**src/rtl/sram_vector_loader.sv**
```systemverilog
// sram_vector_loader: packs a host byte stream into 16-bit little-endian words
// and writes them to consecutive SRAM addresses through an Avalon-style write master.
`default_nettype none

module sram_vector_loader #(
  parameter logic [19:0] BASE_ADDR = 20'h00000,
  parameter int unsigned MAX_WORDS = 1048576
) (
  input  logic        clock,
  input  logic        reset_n,
  input  logic        start,
  input  logic        in_valid,
  output logic        in_ready,
  input  logic [7:0]  in_data,
  input  logic        in_last,
  output logic [19:0] address,
  output logic [1:0]  byteenable,
  output logic        write,
  output logic [15:0] writedata,
  input  logic        waitrequest,
  output logic        busy,
  output logic        done,
  output logic        error,
  output logic [20:0] word_count
);

  typedef enum logic [2:0] {
    S_IDLE = 3'd0,
    S_LO   = 3'd1,
    S_HI   = 3'd2,
    S_WR   = 3'd3,
    S_DONE = 3'd4,
    S_ERR  = 3'd5
  } state_t;

  localparam logic [20:0] MAX_WORDS_C = 21'(MAX_WORDS);

  state_t      state_q, state_d;
  logic [19:0] addr_q, addr_d;
  logic [1:0]  be_q, be_d;
  logic [15:0] wdata_q, wdata_d;
  logic        last_q, last_d;
  logic [20:0] wcount_q, wcount_d;
  logic        in_ready_q, write_q, busy_q, done_q, error_q;

  logic        accept;
  logic [20:0] wcount_inc;

  assign accept     = in_valid & in_ready_q;
  assign wcount_inc = wcount_q + 21'd1;

  always_comb begin
    state_d  = state_q;
    addr_d   = addr_q;
    be_d     = be_q;
    wdata_d  = wdata_q;
    last_d   = last_q;
    wcount_d = wcount_q;

    case (state_q)
      S_IDLE, S_DONE, S_ERR: begin
        if (start) begin
          state_d  = S_LO;
          addr_d   = BASE_ADDR;
          wcount_d = 21'd0;
          last_d   = 1'b0;
        end
      end

      S_LO: begin
        if (accept) begin
          wdata_d[7:0] = in_data;
          if (in_last) begin
            // Odd-length tail: only the low byte lane is written.
            wdata_d[15:8] = 8'h00;
            be_d          = 2'b01;
            last_d        = 1'b1;
            state_d       = S_WR;
          end else begin
            last_d  = 1'b0;
            state_d = S_HI;
          end
        end
      end

      S_HI: begin
        if (accept) begin
          wdata_d[15:8] = in_data;
          be_d          = 2'b11;
          last_d        = in_last;
          state_d       = S_WR;
        end
      end

      S_WR: begin
        if (!waitrequest) begin
          wcount_d = wcount_inc;
          if (last_q) begin
            state_d = S_DONE;
          end else if (wcount_inc == MAX_WORDS_C) begin
            state_d = S_ERR;
          end else begin
            // Natural 20-bit rollover is the only wrap the address can take.
            addr_d  = addr_q + 20'd1;
            state_d = S_LO;
          end
        end
      end

      default: begin
        state_d = S_IDLE;
      end
    endcase
  end

  always_ff @(posedge clock or negedge reset_n) begin
    if (!reset_n) begin
      state_q    <= S_IDLE;
      addr_q     <= BASE_ADDR;
      be_q       <= 2'b00;
      wdata_q    <= 16'h0000;
      last_q     <= 1'b0;
      wcount_q   <= 21'd0;
      in_ready_q <= 1'b0;
      write_q    <= 1'b0;
      busy_q     <= 1'b0;
      done_q     <= 1'b0;
      error_q    <= 1'b0;
    end else begin
      state_q    <= state_d;
      addr_q     <= addr_d;
      be_q       <= be_d;
      wdata_q    <= wdata_d;
      last_q     <= last_d;
      wcount_q   <= wcount_d;
      // Status flags are registered from the next state so they align with state_q.
      in_ready_q <= (state_d == S_LO) || (state_d == S_HI);
      write_q    <= (state_d == S_WR);
      busy_q     <= (state_d == S_LO) || (state_d == S_HI) || (state_d == S_WR);
      done_q     <= (state_d == S_DONE);
      error_q    <= (state_d == S_ERR);
    end
  end

  assign in_ready   = in_ready_q;
  assign address    = addr_q;
  assign byteenable = be_q;
  assign write      = write_q;
  assign writedata  = wdata_q;
  assign busy       = busy_q;
  assign done       = done_q;
  assign error      = error_q;
  assign word_count = wcount_q;

endmodule

`default_nettype wire

```
**config.mk**
```make
export PLATFORM = sky130hd
export DESIGN_NAME = sram_vector_loader
export DESIGN_NICKNAME = d
export VERILOG_FILES = /design/src/rtl/sram_vector_loader.sv
export SDC_FILE = /design/constraint.sdc
export NUM_CORES = 1
export LEC_CHECK = 0
export ABC_AREA = 1
export CAP_MARGIN = 5
export CORE_ASPECT_RATIO = 0.9
export CORE_MARGIN = 10
export CORE_UTILIZATION = 40
export CTS_CLUSTER_DIAMETER = 100
export DETAILED_ROUTE_END_ITERATION = 6
export GPL_TIMING_DRIVEN = 0
export PLACE_DENSITY_LB_ADDON = 0.08
export SLEW_MARGIN = 20
export SYNTH_ARGS = -nofsm -noshare
export SYNTH_HDL_FRONTEND = slang
export SYNTH_SLANG_ARGS = --single-unit
```
**constraint.sdc**
```tcl
create_clock -name clock -period 4.6 [get_ports clock]
set_input_delay 0.92 -clock clock [delete_from_list [all_inputs] [get_ports clock]]
set_output_delay 0.92 -clock clock [all_outputs]
set_load 0.01 [all_outputs]
```
# == Word-level counts from Yosys, hierarchy flattened ==
# Index checks and enable logic that the tools add are counted.
# totals
output_inout_bits,64
inputBits,14
wordCells,74
ff_bits,68
# op_classes
n_bitwise,1
muxes,29
eq_ne,18
addsub,2
reduce_logical,12
# ops
op,n
$mux 20,4
$mux 21,2
$pmux 21 s2,1
$pmux 20 s2,1
$add 21x1->21 const B,1
$eq 21x21->1 const B,1
$add 20x1->20 const B,1
$mux 3,6
$mux 16,1
$mux 8,2
$pmux 8 s2,1
$ne 2x2->1 const B,7
$eq 3x2->1 const B,4
$eq 3x3->1 const B,4
$pmux 3 s4,1
$reduce_and 4->1,2
$eq 3x1->1 const B,2
$mux 2,3
$mux 1,5
$reduce_and 5->1,1
$pmux 2 s2,1
$reduce_bool 2->1,2
$logic_not 3->1,1
$pmux 1 s3,1
6 further kinds,7

# == Depth between registers and ports, before layout ==
# depth
ltp_word,9
ltp_mapped,15
mapped_depth_nobuf,15

# == Least setup slack after synthesis ==
# No wires, ideal clock.
# synth_path
path_kind,reg2reg
start,register wcount_q[0] (netlist: word_count[0])
end,register addr_q[2] (netlist: address[2])
arrival_ps,1957
path_buffers,1
period_less_slack_ps,2023
slack_ps,2577
setup_time_ps,66
stages_incl_launch_ff,13
t_required_ps,4534
path_cell_list,dfrtp_1 > ha_1 > nand2_1 > nor2_4 > nand3_1 > xor2_1 > nand3_1 > nor2_4 > nand3_2 > o21ai_2 > buf_6 > nand3_1 > nand2_1
# synth_via
elab_chain_len,4
# synth_lines
item,line,rtl
"start, declared",43,"logic [20:0] wcount_q, wcount_d;"
"start signal, assigned",135,wcount_q <= wcount_d;
$add 21x1->21,50,assign wcount_inc = wcount_q + 21'd1;
$eq 21x21->1,100,end else if (wcount_inc == MAX_WORDS_C) begin
$ne 2x2->1 (no line),-,
$reduce_and 5->1 (no line),-,
"end signal, assigned",131,addr_q <= addr_d;
"end, declared",39,"logic [19:0] addr_q, addr_d;"
# Every way passes these cells.
# A chain may end at the register's enable or synchronous reset.

# == Final worst setup path ==
# layout_path
start,register wcount_q[0] (netlist: word_count[0])
end,register addr_q[11] (netlist: address[11])
# The elaborated chain is that of the path after synthesis.

==> results.tsv <==
metric	value	unit
H-tree depth	3	
Hold Slack	0.439	ns
vias in the first global route	3764	
top-area cell type share of the netlist area	0.428	
Worst Path Buf+Inv	1	
gpl congestion	0.885	
Hold Crit Class	primary input to async pin	
Slew Limit Fails	0	
Seq/Total Area, Yosys	0.428	
Crit path max-delay family	simple AND/OR/NAND/NOR gates	
Netlist Area Pre-Place	0.00397	mm²
Leak Pwr	2.39	nW
DP Wirelength	8620	µm
total CTS buffers	9	
die span in y	115	µm
fmax	391	MHz
critical path launch point type	flop	
CTS resizes	0	
clk slew on worst S/H paths	0.09	ns
Final setup viols	0	
Slowest-stage cell, CP	dfrtp_1	
slew margin rel.	0.596	
CP Data Arrival Time	2.84	ns
critical path class	flop to flop	
IO Port Bufs	77	
vias	3839	
fin util	0.527	
Post-CTS Hold Buffers	0	
CTS tree	done	
pre-CTS WS	1.73	ns
largest area contributor in the netlist	dfrtp_1	
Yosys cell types	31	
final WL	11300	µm
Final Hold Vio Count	0	
Worst EP required	4.89	ns
clock insertion delay at the later pin of the skew report	0.35	ns
Antenna Cells	0	
area of the die	0.0143	mm²
number of enable flip-flop cells after synthesis	0	
Chip Width	125	µm
GRT Total Usage	0.159	
setup TNS	0	ns
fin crit share	0.556	
crit path time final	2.56	ns
Syn Area/Cell	7.44	µm²
dominant synthesized flop cell	dfrtp_1	
TritonRoute pass-1 iters	5	
clock sink count	68	
drt wl/cell	15.0	µm
crit-path max FO	10	
number of synthesized register bits	68	
initial antenna violation count	0	
CP Capture Type	flop	
global-route wire length before repair	19100	µm
syn_nets	551	
grt total ovfl	0	
Total Power	2.02	mW
Tightest Pin Transition	0.604	ns
WL met2	5050	µm
status	completed	
min setup slack post-route	2.04	ns
CP peak stage delay	0.52	ns
most frequent cells after synthesis	nand2_1, inv_1, dfrtp_1, nor2_1, nand3_1	
area grow syn2layout	28.5	%
met3 wire len	788	µm
layout cells sized above 1	0.0828	
Max IR drop VDD	0.000283	V
CP cell instances	ha_1 -> nand2_1 -> nor2_4 -> nand3_1 -> xor2_1 -> nand3_1 -> nor2_4 -> nand3_2 -> o21ai_2 -> buf_6 -> nand3_1 -> nand2_1	
crit-path most repeated cell	nand3_1	
drt drc	0	
skew final	0.0109	ns
io pins	78	
Synth Warn #	0	
power per cell area	396	mW/mm²
maxcap violations	0	
DRT antenna net count	0	
Core Area	0.00970	mm²
largest net degree at the start of global routing	52	
Highest Signal Layer	met4	
synthesized instance count	534	
DR vias/cell	5.09	
Root Buffer	clkbuf_8	
row count	34	
Initial DRC Count	286	
most common cell in the synthesized netlist	nand2_1	
fin nets	640	
ys async rst share	1.00	
RSZ-0062 raised after global routing	no	
leading post-synthesis cells by cell area	dfrtp_1, nand2_1, inv_1	
Starting Density	0.410	
M1 wire length	5400	µm
postcts setup bufs	0	
Clock Tree Buf Depth	2	
[kinds of logic (layout without fill, tap and decap cells)]
kind of cell | Yosys count | after routing | share of synthesized area
buffers and inverters | 95 | 189 | 0.0951
AOI/OAI and AO/OA | 63 | 63 | 0.0875
and+or+nand+nor | 285 | 285 | 0.336
xor gates and xnor gates | 20 | 20 | 0.0441
adders and majority gates | 3 | 3 | 0.00945
DFF | 68 | 68 | 0.428
[report_power, final]
group / leakage [nW] / internal, mW / total (mW) / switching [mW]
logic: 1.38 / 0.303 / 0.757 / 0.454
clock network: 0.0910 / 0.203 / 0.468 / 0.265
registers: 0.914 / 0.712 / 0.797 / 0.0852
[flip-flops by register name (all words and copies together), names as in the netlist]
signal      cells
word_count     21
address        20
writedata      16
state_q         3
byteenable      2
busy            1
done            1
error           1
in_ready        1
last_q          1
write           1
[cells in the final DEF (no fill, tap or decap), types with 2 or more instances in the layout]
master	n
nor3_1	8
nor2_1	46
buf_6	2
nand2_2	4
nand3_2	4
clkdlybuf4s50_1	76
dfrtp_1	68
nand2_1	128
nand4_1	32
nor2_2	8
a21oi_1	5
o21ai_1	3
xnor2_1	5
xor2_1	15
inv_2	3
nor4_1	2
nand3_1	44
inv_6	4
o21ai_0	37
clkbuf_1	7
inv_1	78
clkbuf_8	9
nor2_4	6
buf_2	5
ha_1	3
o22ai_1	13
[path summary, 6_finish.rpt]
kind	startpoint	end	slack, ns	cells past startpoint
hold / removal	reset_n	word_count[19]	0.44	1
min in group clock	byteenable[0]	byteenable[0]	0.49	1
setup reg to reg	word_count[0]	address[11]	2.04	12
hold reg to reg	byteenable[0]	byteenable[0]	0.49	1
setup / recovery	word_count[0]	address[11]	2.04	12
max in group asynchronous	reset_n	word_count[7]	3.61	2
[metrics by stage]
step	area, µm²	instances
2_1_floorplan	3970	534
3_3_place_gp	4900	737
3_5_place_dp	4930	738
4_1_cts	5110	754
5_1_grt	5110	754
6_report	5110	754
[metal layers]
metal,global-route usage,up-vias
met5,0,-
met4,0.0353,0
met3,0.0486,11
met2,0.242,107
met1,0.216,1804
li1,-,1917
[cell type report]
cell class	instances	area, µm²
Multi-Input combinational cell	371	1890
Sequential cell	68	1700
Clock buffer	9	124
Fill cell	963	4590
Inverter	81	304
Buffer	14	73.8
Tap cell	126	158
Clock inverter	7	56.3
Timing Repair Buffer	78	796
Note: power is estimated with default switching activity, not from simulation.
